[config.mk]
export PLATFORM = sky130hd
export DESIGN_NAME = cache_access_sequencer
export DESIGN_NICKNAME = d
export VERILOG_FILES = /design/src/rtl/cache_access_sequencer.sv
export SDC_FILE = /design/constraint.sdc
export NUM_CORES = 1
export LEC_CHECK = 0
export ABC_AREA = 1
export BUFFER_PORTS_ARGS = -buffer_cell sky130_fd_sc_hd__buf_2
export CAP_MARGIN = 20
export CORE_ASPECT_RATIO = 0.6
export CORE_MARGIN = 10
export CORE_UTILIZATION = 49
export CTS_CLUSTER_SIZE = 28
export DETAILED_ROUTE_END_ITERATION = 8
export PLACE_DENSITY_LB_ADDON = 0.05
export SYNTH_ARGS = -nofsm -noshare
export SYNTH_HDL_FRONTEND = slang
export SYNTH_SLANG_ARGS = --single-unit
[constraint.sdc]
create_clock -name clk -period 2.1 [get_ports clk]
set_input_delay 0.315 -clock clk [delete_from_list [all_inputs] [get_ports clk]]
set_output_delay 0.315 -clock clk [all_outputs]
set_load 0.005 [all_outputs]
[src/rtl/cache_access_sequencer.sv]
// Per-request controller for a 4-way set-associative cache: tag lookup, victim
// writeback, line refill, tag install, LRU update pulses and hit/miss statistics.
module cache_access_sequencer #(
    parameter int ADDR_W   = 32,
    parameter int INDEX_W  = 7,
    parameter int OFFSET_W = 4,
    parameter int TAG_W    = ADDR_W - INDEX_W - OFFSET_W,
    parameter int CNT_W    = 16
) (
    input  logic               clk,
    input  logic               reset,
    // CPU request / response
    input  logic               req_valid,
    output logic               req_ready,
    input  logic [ADDR_W-1:0]  req_addr,
    input  logic               req_we,
    output logic               resp_valid,
    input  logic               resp_ready,
    output logic               resp_hit,
    output logic [3:0]         resp_way,
    // tag array / LRU lookup
    output logic [INDEX_W-1:0] lookup_index,
    input  logic [3:0]         lookup_hit_way,
    input  logic [3:0]         victim_way,
    input  logic               victim_valid,
    input  logic               victim_dirty,
    input  logic [TAG_W-1:0]   victim_tag,
    // metadata write
    output logic               meta_we,
    output logic [3:0]         meta_way,
    output logic [TAG_W-1:0]   meta_tag,
    output logic               meta_dirty,
    // LRU update
    output logic               lru_update,
    output logic [3:0]         lru_access_way,
    // memory bus
    output logic               mem_req_valid,
    input  logic               mem_req_ready,
    output logic               mem_req_we,
    output logic [ADDR_W-1:0]  mem_req_addr,
    input  logic               mem_resp_valid,
    // statistics / status
    output logic [CNT_W-1:0]   hit_count,
    output logic [CNT_W-1:0]   miss_count,
    output logic               err_multi_hit
);

    typedef enum logic [2:0] {
        S_IDLE,
        S_LOOKUP,
        S_WB_REQ,
        S_WB_WAIT,
        S_FILL_REQ,
        S_FILL_WAIT,
        S_INSTALL,
        S_RESP
    } state_t;

    state_t             state_q, state_d;
    logic [TAG_W-1:0]   tag_q, tag_d;
    logic [INDEX_W-1:0] index_q, index_d;
    logic               we_q, we_d;
    logic [3:0]         vic_way_q, vic_way_d;
    logic [TAG_W-1:0]   vic_tag_q, vic_tag_d;
    logic               resp_hit_q, resp_hit_d;
    logic [3:0]         resp_way_q, resp_way_d;
    logic [CNT_W-1:0]   hit_cnt_q, hit_cnt_d;
    logic [CNT_W-1:0]   miss_cnt_q, miss_cnt_d;
    logic               err_q, err_d;

    // Lowest set bit wins when the tag match or LRU vector is not one-hot.
    logic [3:0] hit_lo, vic_lo, vic_sel;
    logic       any_hit, multi_hit;

    assign hit_lo    = lookup_hit_way & (~lookup_hit_way + 4'd1);
    assign vic_lo    = victim_way & (~victim_way + 4'd1);
    assign vic_sel   = (victim_way == 4'd0) ? 4'b0001 : vic_lo;
    assign any_hit   = (lookup_hit_way != 4'd0);
    assign multi_hit = ((lookup_hit_way & (lookup_hit_way - 4'd1)) != 4'd0);

    // Line offset is irrelevant to a line-granular controller.
    logic unused_offset;
    assign unused_offset = ^req_addr[OFFSET_W-1:0];

    always_comb begin
        // NOTE: every output and next-state value gets a default before the case,
        // so no path through the block leaves a variable unassigned (no latches).
        state_d        = state_q;
        tag_d          = tag_q;
        index_d        = index_q;
        we_d           = we_q;
        vic_way_d      = vic_way_q;
        vic_tag_d      = vic_tag_q;
        resp_hit_d     = resp_hit_q;
        resp_way_d     = resp_way_q;
        hit_cnt_d      = hit_cnt_q;
        miss_cnt_d     = miss_cnt_q;
        err_d          = err_q;

        meta_we        = 1'b0;
        meta_way       = vic_way_q;
        meta_tag       = tag_q;
        meta_dirty     = we_q;
        lru_update     = 1'b0;
        lru_access_way = vic_way_q;
        mem_req_valid  = 1'b0;
        mem_req_we     = 1'b0;
        mem_req_addr   = {tag_q, index_q, {OFFSET_W{1'b0}}};

        case (state_q)
            S_IDLE: begin
                if (req_valid) begin
                    tag_d   = req_addr[ADDR_W-1 -: TAG_W];
                    index_d = req_addr[OFFSET_W +: INDEX_W];
                    we_d    = req_we;
                    state_d = S_LOOKUP;
                end
            end

            S_LOOKUP: begin
                if (any_hit) begin
                    lru_update     = 1'b1;
                    lru_access_way = hit_lo;
                    meta_we        = we_q;
                    meta_way       = hit_lo;
                    meta_dirty     = 1'b1;
                    resp_hit_d     = 1'b1;
                    resp_way_d     = hit_lo;
                    err_d          = err_q | multi_hit;
                    hit_cnt_d      = (hit_cnt_q == {CNT_W{1'b1}}) ? hit_cnt_q : hit_cnt_q + 1'b1;
                    state_d        = S_RESP;
                end else begin
                    vic_way_d  = vic_sel;
                    vic_tag_d  = victim_tag;
                    resp_hit_d = 1'b0;
                    resp_way_d = vic_sel;
                    miss_cnt_d = (miss_cnt_q == {CNT_W{1'b1}}) ? miss_cnt_q : miss_cnt_q + 1'b1;
                    state_d    = (victim_valid && victim_dirty) ? S_WB_REQ : S_FILL_REQ;
                end
            end

            S_WB_REQ: begin
                mem_req_valid = 1'b1;
                mem_req_we    = 1'b1;
                mem_req_addr  = {vic_tag_q, index_q, {OFFSET_W{1'b0}}};
                if (mem_req_ready) state_d = S_WB_WAIT;
            end

            S_WB_WAIT: begin
                if (mem_resp_valid) state_d = S_FILL_REQ;
            end

            S_FILL_REQ: begin
                mem_req_valid = 1'b1;
                if (mem_req_ready) state_d = S_FILL_WAIT;
            end

            S_FILL_WAIT: begin
                if (mem_resp_valid) state_d = S_INSTALL;
            end

            S_INSTALL: begin
                meta_we    = 1'b1;
                lru_update = 1'b1;
                state_d    = S_RESP;
            end

            S_RESP: begin
                if (resp_ready) state_d = S_IDLE;
            end

            default: state_d = S_IDLE;
        endcase
    end

    always_ff @(posedge clk) begin
        // NOTE: sequential state uses non-blocking assignments so every flop
        // samples the pre-edge values regardless of statement order.
        if (reset) begin
            state_q    <= S_IDLE;
            tag_q      <= '0;
            index_q    <= '0;
            we_q       <= 1'b0;
            vic_way_q  <= 4'b0001;
            vic_tag_q  <= '0;
            resp_hit_q <= 1'b0;
            resp_way_q <= 4'b0000;
            hit_cnt_q  <= '0;
            miss_cnt_q <= '0;
            err_q      <= 1'b0;
        end else begin
            state_q    <= state_d;
            tag_q      <= tag_d;
            index_q    <= index_d;
            we_q       <= we_d;
            vic_way_q  <= vic_way_d;
            vic_tag_q  <= vic_tag_d;
            resp_hit_q <= resp_hit_d;
            resp_way_q <= resp_way_d;
            hit_cnt_q  <= hit_cnt_d;
            miss_cnt_q <= miss_cnt_d;
            err_q      <= err_d;
        end
    end

    assign req_ready     = (state_q == S_IDLE);
    assign resp_valid    = (state_q == S_RESP);
    assign resp_hit      = resp_hit_q;
    assign resp_way      = resp_way_q;
    assign lookup_index  = index_q;
    assign hit_count     = hit_cnt_q;
    assign miss_count    = miss_cnt_q;
    assign err_multi_hit = err_q;

endmodule

# [Yosys cells after proc, flatten, opt, wreduce, memory -nomap -nowiden]
# Index checks and enable logic that the tools add are counted.
[op_classes] addsub=5 eq_ne=15 muxes=22 bitwise=9 n_reduce_logical=12
[ops] operator="$add A16 B1 Y16 const B" count=2
[ops] operator="$eq A16 B16 Y1 const B" count=2
[ops] operator="$mux W32" count=1
[ops] operator="$mux W3" count=8
[ops] operator="$pmux W3 S8" count=1
[ops] operator="$mux W4" count=4
[ops] operator="$and A4 B4 Y4" count=3
[ops] operator="$eq A3 B3 Y1 const B" count=4
[ops] operator="$ne A2 B2 Y1 const B" count=5
[ops] operator="$add A4 B1 Y4 const B" count=2
[ops] operator="$not A4 Y4" count=2
[ops] operator="$reduce_bool A4 Y1" count=2
[ops] operator="$eq A3 B2 Y1 const B" count=2
[ops] operator="$mux W1" count=6
[ops] operator="$reduce_and A2 Y1" count=3
[ops] operator="$reduce_and A3 Y1" count=2
[ops] operator="$reduce_and A6 Y1" count=1
[ops] operator="$logic_not A4 Y1" count=1
[ops] operator="$pmux W1 S2" count=2
[ops] operator="$sub A4 B1 Y4 const B" count=1
[ops] operator="$eq A3 B1 Y1 const B" count=1
[ops] operator="$logic_not A3 Y1" count=1
[ops] operator="$not A1 Y1" count=3
[ops] operator="$ne A2 B1 Y1 const B" count=1
[ops] operator="3 further kinds" count=3
[totals] register_bits=95 in_bits=70 wordCells=74

# [Longest topological paths before layout]
# Gate-level depths: netlist of the first run.
[depth] depth_word=5 ltp_mapped=11 mapped_depth_nobuf=10

# [Worst setup path after synthesis of the first run]
# OpenSTA, ideal clock, no wires.
[synth_timing] path_type="input -> output" start="input lookup_hit_way[1]" end="output meta_way[3]" arrival_time_ps=1306 required_time_ps=1785 setup_slack_ps=479 stages=8 path_buffers=1 path_cell_list="nor2_1 -> nand3_1 -> inv_1 -> nor2_4 -> inv_2 -> nand2_1 -> o21ai_0 -> buf_4"
[synth_between] elab_chain_len=5
[synth_rtl] element="from (decl)" line="23" text="input logic [3:0] lookup_hit_way,"
[synth_rtl] element="$not A4 Y4" line="75" text="assign hit_lo = lookup_hit_way & (~lookup_hit_way + 4'd1);"
[synth_rtl] element="$add A4 B1 Y4" line="75"
[synth_rtl] element="$and A4 B4 Y4" line="75"
[synth_rtl] element="$mux W4 * (2 in a row)"
[synth_rtl] element="to (decl)" line="30" text="output logic [3:0] meta_way,"
# Every way passes the cells marked *; elsewhere a longest branch is shown, timed or not.

# [Final worst setup path of the first run]
[layout_timing] start="register state_q[2]" end="output mem_req_addr[27]"
[layout_between] elab_chain_len=2
[layout_rtl] element="from (decl)" line="59" text="state_t state_q, state_d;"
[layout_rtl] element="from (signal assigned)" line="192" text="state_q <= state_d;"
[layout_rtl] element="$eq A3 B2 Y1" line="110" text="case (state_q)"
[layout_rtl] element="$mux W32" line="110"
[layout_rtl] element="to (decl)" line="40" text="output logic [ADDR_W-1:0] mem_req_addr,"
# No other way between the ends.

==> results_dict.tcl, run 1 <==
set metrics [dict create \
    outcome "complete, no violations" \
    syn2layout_area_growth_pct 24.53 \
    power_density_nw_per_um2 929.3 \
    largest_cells_by_area_after_synthesis "dfxtp_1 40%, nand2_1 14%, nor2_1 8.2%, o21ai_0 8.1%, a21oi_1 5.9%" \
    arrival_ns 1.63 \
    async_flop_share 0 \
    wl_met3_mm 1.167 \
    groute.usage.overall 0.1968 \
    cts_max_path_buffers 2 \
    tritoncts_clock_tree "yes" \
    mappedNetlistArea_um2 4811 \
    power.ir.vdd_worst_v 0.0005631 \
    hold_class "input port to flop" \
    timing_worst_setup_path_type "flop to output pin" \
    synth_sequential_area_ratio 0.3953 \
    drv.max_cap_violation_count 0 \
    worst_path_largest_cell_delay_ns 0.31 \
    static-leakage-power_nw 2.785 \
    floorplan.initialDensity 0.5141 \
    final_cell_mix "174 x nand2_1, 174 x buf_2, 105 x nor2_1" \
    post-route-period-util 0.9279 \
    routedLengthMet1_mm 6.851 \
    skew_ns 0.003931 \
    cts.clk_slew.worst_paths_ns 0.06 \
    drt.antenna.violating_nets 0 \
    dieArea_um2 14310 \
    drt_first_iter_violations 302 \
    crit_path_cell_trace "inv_1 -> nand3_1 -> inv_4 -> buf_4 -> nand2_1 -> o21ai_0 -> buf_2" \
    synth_flop_cell "dfxtp_1" \
    dp_hpwl_mm 11.27 \
    postRouteWirelength_mm 14.69 \
    worst_r2r_startpoint "hit_count[1]" \
    n_fill_cell 895 \
    finalSetupTns_ns 0 \
    fp.dieW_um 147.9 \
    crit_path_end_kind "output pin" \
    dieHeight_um 96.75 \
    tritoncts.num_buffers 9 \
    timing.critical_path.to "mem_req_addr[27]" \
    postCtsSetupRepairBufs 0 \
    avgViaCountPerCell 5.058 \
    antenna_found_initial 1 \
    grt_max_degree 52 \
    crit_path_max_fanout 18 \
    avgRoutedWirePerCell_um 14.49 \
    floorplan.io_pins 183 \
    worstSkewPairLatency_ns 0.34 \
    place_congestion 0.8703 \
    drt-pass1-iter-count 5 \
    top_layer "met5" \
    rows 27 \
    grt-ovfl-total 0 \
    synth_area_per_cell_um2 6.654 \
    max_freq_mhz 513.2 \
    pre_cts_slack_ns 0.1032 \
    setup_slack_ns 0.1513 \
    number_of_global_route_vias_before_repair 4760 \
    yosys_warnings 0 \
    gate_count_post_synth 723 \
    yosysTopAreaCellShare 0.3953 \
    clock_sinks 95 \
    core_area_um2 9358 \
    setup_repair_after_global_routing_missed_its_margin "false" \
    yosysUniqueCellTypes 32 \
    startpoint "state_q[2]" \
    setup_viol_count_final 0 \
    worstSetupStartpointType "flop" \
    period_minus_slack_ns 1.949 \
    layout.nets 954 \
    reg2reg_slack_ns 0.30 \
    netlist.top_cell.by_area "dfxtp_1" \
    hold_viol 0 \
    drc 0 \
    critical-path-slowest-cell "dfxtp_1" \
    reg2reg_path_depth 9 \
    finalMaxSlewViolations 0 \
    cts.htree.levels 3 \
    reg2reg_to "hit_count[3]" \
    first_pass_grt_wire_length_mm 23.84 \
    via_count 5129 \
    hold_ws_ns 0.2045 \
    diodes 0 \
    layout-drive-gt1-share 0.2523 \
    met2WireLength_mm 6.495 \
    portBuffers 174 \
    number_of_enable_type_register_cells_in_the_synthesized_netlist 0 \
    timing.critical_path.required_ns 1.78 \
    root_buffer_master "clkbuf_16" \
    flip_flop_and_latch_count_after_synthesis 95 \
]
==> final cells by class <==
cell class / instances / area [µm²] / share of cell area
clock buffers: 12 / 266.5 / 0.04449
well taps: 130 / 162.7 / 0.02715
multi-input cells: 513 / 2375 / 0.3964
repair buffers: 190 / 991.0 / 0.1654
clock inverters: 1 / 5.005 / 0.0008354
flip-flops and latches: 95 / 1904 / 0.3179
inverters: 73 / 286.5 / 0.04783
==> cells in the mapped netlist, types with 4 or more instances <==
| library cell | count |
|---|---|
| inv_1 | 68 |
| a21oi_1 | 57 |
| nor2_1 | 105 |
| nand3_1 | 49 |
| dfxtp_1 | 95 |
| nand2_1 | 175 |
| a31oi_1 | 4 |
| nand3b_1 | 5 |
| nand4_1 | 10 |
| o21ai_1 | 4 |
| xor2_1 | 4 |
| buf_4 | 18 |
| o21ai_0 | 78 |
| clkbuf_1 | 20 |
==> power breakdown <==
part	total [mW]	switching, mW	internal (mW)
clock network	1.55	0.667	0.879
logic	1.84	1.12	0.718
registers	2.18	0.151	2.03
==> layer usage <==
metal / global-route usage / up-vias
li1: - / 2617
met1: 0.2560 / 2324
met2: 0.3056 / 171
met3: 0.06404 / 15
met4: 0.05271 / 2
met5: 0 / -
==> worst min path at each step <==
stage | from | end | slack (ns) | cells past startpoint
2_1_floorplan | vic_way_q[0] | vic_way_q[0] | 0.43 | 2
3_3_place_gp | vic_way_q[0] | vic_way_q[0] | 0.44 | 2
3_5_place_dp | vic_way_q[0] | vic_way_q[0] | 0.45 | 2
4_1_cts | victim_tag[7] | vic_tag_q[7] | 0.20 | 3
5_1_grt | victim_tag[0] | vic_tag_q[0] | 0.21 | 3
6_report | victim_tag[9] | vic_tag_q[9] | 0.20 | 3
==> cells by family after synthesis <==
logic type               Yosys count  synth area share
other                              1         0.0007795
XOR/XNOR                           6           0.01092
flip-flops                        95            0.3953
adder cells (fa/ha/maj)            2          0.005201
AO/OA/AOI/OAI                    144            0.1514
buffers and inverters            118            0.1150
AND/OR/NAND/NOR                  357            0.3215
==> flip-flops by register name, indices dropped and copies added (netlist names) <==
| register | flops |
|---|---|
| resp_way | 4 |
| we_q | 1 |
| resp_hit | 1 |
| lookup_index | 7 |
| err_multi_hit | 1 |
| hit_count | 16 |
| state_q | 3 |
| miss_count | 16 |
| vic_way_q | 4 |
| vic_tag_q | 21 |
| meta_tag | 21 |
==> timing repair <==
action | CTS | global route
endpoints found under the setup margin | 1 | 26
resized for setup | 1 | 8
hold buffers | 0 | 0
==> per-stage QoR <==
stage	std cells	power, mW	cell area, µm²	util
after global placement	1001	4.009	5704	0.6096
after global routing	1014	5.928	5991	0.6402
after CTS	1014	5.600	5977	0.6387
after floorplan	726	3.292	4822	-
after detailed placement	1001	4.054	5704	0.6096
final	1014	5.567	5991	0.6402
==> critical path, delay by kind of cell (launching register included) <==
family	cells	cell delay [ns]
buffers and inverters	4	0.68
flip-flops	1	0.31
AND/OR/NAND/NOR	2	0.22
AO/OA/AOI/OAI	1	0.08
(Power assumes the default switching activity.)
==> run 2, diff against run 1 <==
--- a/config.mk
+++ b/config.mk
@@ -13,7 +13,9 @@
 export CORE_UTILIZATION = 49
 export CTS_CLUSTER_SIZE = 28
 export DETAILED_ROUTE_END_ITERATION = 8
+export MAX_ROUTING_LAYER = met4
 export PLACE_DENSITY_LB_ADDON = 0.05
+export SETUP_SLACK_MARGIN = 0.2
 export SYNTH_ARGS = -nofsm -noshare
 export SYNTH_HDL_FRONTEND = slang
 export SYNTH_SLANG_ARGS = --single-unit
==> constraint.sdc (replaced) <==
create_clock -name clk -period 1.9 [get_ports clk]
set_input_delay 0.285 -clock clk [delete_from_list [all_inputs] [get_ports clk]]
set_output_delay 0.285 -clock clk [all_outputs]
set_load 0.005 [all_outputs]
==> run 2 against run 1 <==
Compared with the run above: final area rose by 8.0%; power rose by 25%; clock skew rose by 0.0034 ns; utilization rose by 5.1 points; flip-flop and latch count did not move; critical endpoint is now lru_update; largest power group is now combinational cells; worst setup slack got worse by 0.057 ns; non-clock buffer count rose by 22; critical path type unchanged; via count rose by 5.8%.
==> results_dict.tcl, run 2 (synthesis gave the netlist of run 1 again) <==
set metrics [dict create \
    final_cell_mix "174 x buf_2, 160 x nand2_1, 99 x nor2_1" \
    crit_path_end_kind "output pin" \
    static-leakage-power_nw 2.980 \
    setup_repair_after_global_routing_missed_its_margin "true" \
    pwr-share-clk 0.277 \
    hold_ws_ns 0.1671 \
    skew_ns 0.007378 \
    switching_share 0.3548 \
    hold_viol 0 \
    power.ir.vdd_worst_v 0.0007070 \
    timing_worst_setup_path_type "flop to output pin" \
    post-route-period-util 0.9504 \
    worstSetupStartpointType "flop" \
    core_area_um2 9358 \
    root_buffer_master "clkbuf_16" \
    final_common_cell "buf_2" \
    drt-pass1-iter-count 5 \
    dieHeight_um 96.75 \
    utilization 0.6915 \
    floorplan.io_pins 183 \
    cts.clk_slew.worst_paths_ns 0.07 \
    drc 0 \
    postRouteWirelength_mm 16.34 \
    design_power_total_mw 6.944 \
    drv.max_cap_violation_count 0 \
    groute.usage.overall 0.2170 \
    layout.nets 980 \
    first_pass_grt_wire_length_mm 25.47 \
    cts_max_path_buffers 2 \
    setup_slack_ns 0.09424 \
    hold_class "input port to flop" \
    avgViaCountPerCell 5.198 \
    timing.critical_path.required_ns 1.62 \
    crit_path_cell_trace "inv_4 -> nand2_4 -> nor2_8 -> inv_6 -> nor2_4 -> clkinvlp_4 -> nand2_2 -> buf_2" \
    grt_max_degree 49 \
    floorplan.initialDensity 0.5141 \
    dieArea_um2 14310 \
    place_congestion 0.8940 \
    power_density_nw_per_um2 1073 \
    antenna_found_initial 1 \
    number_of_global_route_vias_before_repair 5152 \
    post_cts_hold_buffer_count 0 \
    worstSkewPairLatency_ns 0.34 \
    layout-drive-gt1-share 0.3165 \
    drt_first_iter_violations 446 \
    tritoncts.num_buffers 9 \
    dp_hpwl_mm 11.79 \
    portBuffers 174 \
    finalSetupTns_ns 0 \
    outcome "complete, no violations" \
    intPower_mw 4.481 \
    via_count 5427 \
    fp.dieW_um 147.9 \
    crit_path_max_fanout 4 \
    pre_cts_slack_ns 0.02528 \
    max_freq_mhz 553.8 \
    switching_power_mw 2.464 \
    worst_path_largest_cell_delay_ns 0.37 \
    cts.htree.levels 3 \
    period_minus_slack_ns 1.806 \
    clock_sinks 95 \
    drt.antenna.violating_nets 0 \
    arrival_ns 1.52 \
    avgRoutedWirePerCell_um 15.65 \
    tritoncts_clock_tree "yes" \
    syn2layout_area_growth_pct 34.51 \
    share_seq_of_total_power 0.353 \
    finalMaxSlewViolations 0 \
    grt-ovfl-total 0 \
    rows 27 \
    setup_viol_count_final 0 \
    critical-path-slowest-cell "dfxtp_4" \
    share_comb_of_total_power 0.370 \
]
-- run 2: changes by cell type in the layout (fill, tap and decap cells not counted), moves of 4 or more --
cell     delta
o21ai_0    -11
buf_6       +4
o21ai_2     +4
dfxtp_4     +5
nand2_1    -14
nand2_2    +13
dfxtp_1     -8
buf_4      +15
nor2_1      -6
o21ai_1     +7
-- run 2: metal layers --
| metal | global-route usage | up-vias | routed length [µm] |
|---|---|---|---|
| met4 | 0.05422 | 0 | 168 |
| li1 | - | 2684 | - |
| met3 | 0.05383 | 22 | 1315 |
| met5 | - | - | 0 |
| met1 | 0.2702 | 2487 | 7153 |
| met2 | 0.3453 | 234 | 7699 |
-- run 2: power by group through the flow --
stage	clock, mW	sequential [mW]	combinational [mW]
floorplan	0	2.48	1.16
global placement	0	2.45	1.98
detailed placement	0	2.46	2.04
CTS	1.95	2.43	2.51
global route	2.05	2.48	2.81
finish	1.92	2.45	2.57
-- run 2: metrics by stage --
stage,area (µm²),cells
4_1_cts,6367,1041
5_1_grt,6471,1044
3_5_place_dp,5762,1007
2_1_floorplan,4822,726
3_3_place_gp,5762,1007
6_report,6471,1044
-- run 2: path summary, 6_finish.rpt --
path	from	endpoint	slack, ns	cells past startpoint
max	state_q[1]	lru_update	0.09	8
min	victim_tag[14]	vic_tag_q[14]	0.17	3
max reg2reg	state_q[1]	hit_count[11]	0.14	11
min reg2reg	meta_tag[0]	meta_tag[0]	0.46	2
-- run 2: cell type report --
cell class,count,area [µm²]
Timing Repair Buffer,212,1209
Clock inverter,6,83.83
Sequential cell,95,1927
Tap cell,130,162.7
Multi-Input combinational cell,513,2509
Inverter,73,305.3
Timing Repair inverter,4,43.79
Antenna cell,1,2.502
Clock buffer,10,229.0
Fill cell,847,2887
-- run 2: worst max-delay path, delay by kind of cell (launching register included) --
family | cells | cell delay (ns)
DFF | 1 | 0.37
buffers and inverters | 4 | 0.38
and+or+nand+nor | 4 | 0.44
-- run 2: timing repair --
action,in CTS,in global routing
gates cloned,4,0
endpoints found under the setup margin,61,66
resized for setup,53,29
pin swaps,5,7
endpoints found under the hold margin,0,0
buffers inserted,14,2
==> run 3, diff against run 2 <==
--- a/config.mk
+++ b/config.mk
@@ -15,6 +15,7 @@
 export DETAILED_ROUTE_END_ITERATION = 8
 export MAX_ROUTING_LAYER = met4
 export PLACE_DENSITY_LB_ADDON = 0.05
+export REMOVE_ABC_BUFFERS = 1
 export SETUP_SLACK_MARGIN = 0.2
 export SYNTH_ARGS = -nofsm -noshare
 export SYNTH_HDL_FRONTEND = slang
==> run 3 against run 2 <==
Compared with the run above: wire length decreased by 4.6%; count of clock-buffer cells in the layout unchanged; first-iteration DRC count decreased by 36%; die area unchanged; final area increased by 0.31%; fmax decreased by 1.2%; register-to-register slack improved by 0.13 ns; flip-flop and latch count unchanged; critical path depth unchanged; worst setup slack got worse by 0.021 ns; sequential power about the same; critical path type unchanged.
==> results_dict.tcl, run 3 (synthesis gave the netlist of run 1 again) <==
set metrics [dict create \
    multi_input_comb_area_um2 2495 \
    arrival_ns 1.54 \
    postRouteWirelength_mm 15.58 \
    cts_max_path_buffers 2 \
    worst_path_largest_cell_delay_ns 0.37 \
    hold_class "input port to flop" \
    layout.nets 983 \
    crit_path_max_fanout 5 \
    groute.usage.overall 0.2172 \
    dp_hpwl_mm 11.13 \
    floorplan.io_pins 183 \
    period_minus_slack_ns 1.827 \
    first_pass_grt_wire_length_mm 25.41 \
    crit_path_cell_trace "buf_12 -> nor2_8 -> inv_6 -> nor2_4 -> inv_4 -> nand2_2 -> nand2_2 -> buf_2" \
    cts.clk_slew.worst_paths_ns 0.07 \
    timing_worst_setup_path_type "flop to output pin" \
    seq_area_um2 1924 \
    static-leakage-power_nw 2.989 \
    setup_viol_count_final 0 \
    avgRoutedWirePerCell_um 14.90 \
    core_area_um2 9358 \
    share_comb_of_total_power 0.383 \
    worstSetupStartpointType "flop" \
    skew_ns 0.006505 \
    portBuffers 174 \
    drt.antenna.violating_nets 0 \
    dieHeight_um 96.75 \
    worstSkewPairLatency_ns 0.35 \
    dieArea_um2 14310 \
    switching_power_mw 2.477 \
    avgViaCountPerCell 5.103 \
    switching_share 0.3584 \
    max_freq_mhz 547.3 \
    cts.htree.levels 3 \
    setup_repair_after_global_routing_missed_its_margin "true" \
    tritoncts_clock_tree "yes" \
    utilization 0.6937 \
    floorplan.initialDensity 0.5141 \
    place_congestion 0.8873 \
    pwr-share-clk 0.265 \
    syn2layout_area_growth_pct 34.93 \
    timing.critical_path.required_ns 1.62 \
    drt-pass1-iter-count 5 \
    n_fill_cell 820 \
    drv.max_cap_violation_count 0 \
    power.ir.vdd_worst_v 0.0006123 \
    diodes 0 \
    final_cell_mix "173 x buf_2, 162 x nand2_1, 100 x nor2_1" \
    crit_path_end_kind "output pin" \
    rows 27 \
    number_of_global_route_vias_before_repair 5147 \
    drt_first_iter_violations 284 \
    layout-drive-gt1-share 0.3166 \
    power_density_nw_per_um2 1065 \
    root_buffer_master "clkbuf_16" \
    grt_max_degree 41 \
    post-route-period-util 0.9617 \
    drc 0 \
    final_common_cell "buf_2" \
    finalSetupTns_ns 0 \
    via_count 5338 \
    outcome "complete, no violations" \
    clock_sinks 95 \
    pre_cts_slack_ns -0.006980 \
    tritoncts.num_buffers 9 \
    hold_viol 0 \
    setup_slack_ns 0.07286 \
    share_seq_of_total_power 0.353 \
    design_power_total_mw 6.913 \
    path_buf_inv 4 \
    cpLargestDelayFamily "simple AND/OR/NAND/NOR gates" \
    critical_path.most_common_cell "nand2_2" \
    antenna_found_initial 0 \
    fp.dieW_um 147.9 \
    intPower_mw 4.436 \
    grt-ovfl-total 0 \
    critical-path-slowest-cell "dfxtp_4" \
    finalMaxSlewViolations 0 \
]
==> run 3: power groups by stage <==
| stage | sequential [mW] | combinational [mW] | clock (mW) |
|---|---|---|---|
| floorplan | 2.48 | 1.01 | 0 |
| global placement | 2.46 | 1.91 | 0 |
| detailed placement | 2.47 | 1.97 | 0 |
| CTS | 2.42 | 2.50 | 1.87 |
| global route | 2.47 | 2.91 | 1.96 |
| finish | 2.44 | 2.65 | 1.83 |
==> run 3: per-stage QoR <==
step	cells	instance area, µm²	hold WS (ns)
3_3_place_gp	1006	5767	0.4382
5_1_grt	1046	6491	0.1605
3_5_place_dp	1006	5767	0.4502
2_1_floorplan	681	4551	0.3541
6_report	1046	6491	0.1570
4_1_cts	1041	6364	0.1487
==> run 3: tightest hold or removal path, stage by stage <==
cell and delay [ns]:
buf_2 0.07, nor2_1 0.03, nor2_1 0.08
==> run 3: repair_timing <==
item,CTS,global route
pin swaps,7,8
endpoints found under the hold margin,0,0
gates cloned,4,0
endpoints found under the setup margin,77,90
resized for setup,52,34
hold buffers,0,0
setup buffers,15,5
==> run 3: area by class of cell <==
type,instances,share of cell area
well taps,130,0.02506
multi-input cells,513,0.3843
clock inverters,6,0.01099
flip-flops and latches,95,0.2965
repair inverters,4,0.005975
repair buffers,215,0.1945
inverters,73,0.04742
clock buffers,10,0.03527
==> run 3: worst paths after layout <==
kind	slack, ns	startpoint	cells past startpoint	end
worst max register to register	0.27	state_q[2]	9	hit_count[13]
worst min-delay path	0.16	victim_tag[1]	3	vic_tag_q[1]
worst max-delay path	0.07	state_q[2]	8	meta_way[0]
worst min register to register	0.46	meta_tag[18]	2	meta_tag[18]
==> run 3: layer usage <==
metal / up-vias / GRT usage / share of wire
met5: - / - / 0
met4: 0 / 0.06024 / 0.014
met3: 17 / 0.06589 / 0.077
met2: 170 / 0.3519 / 0.47
met1: 2470 / 0.2562 / 0.44
li1: 2681 / - / -
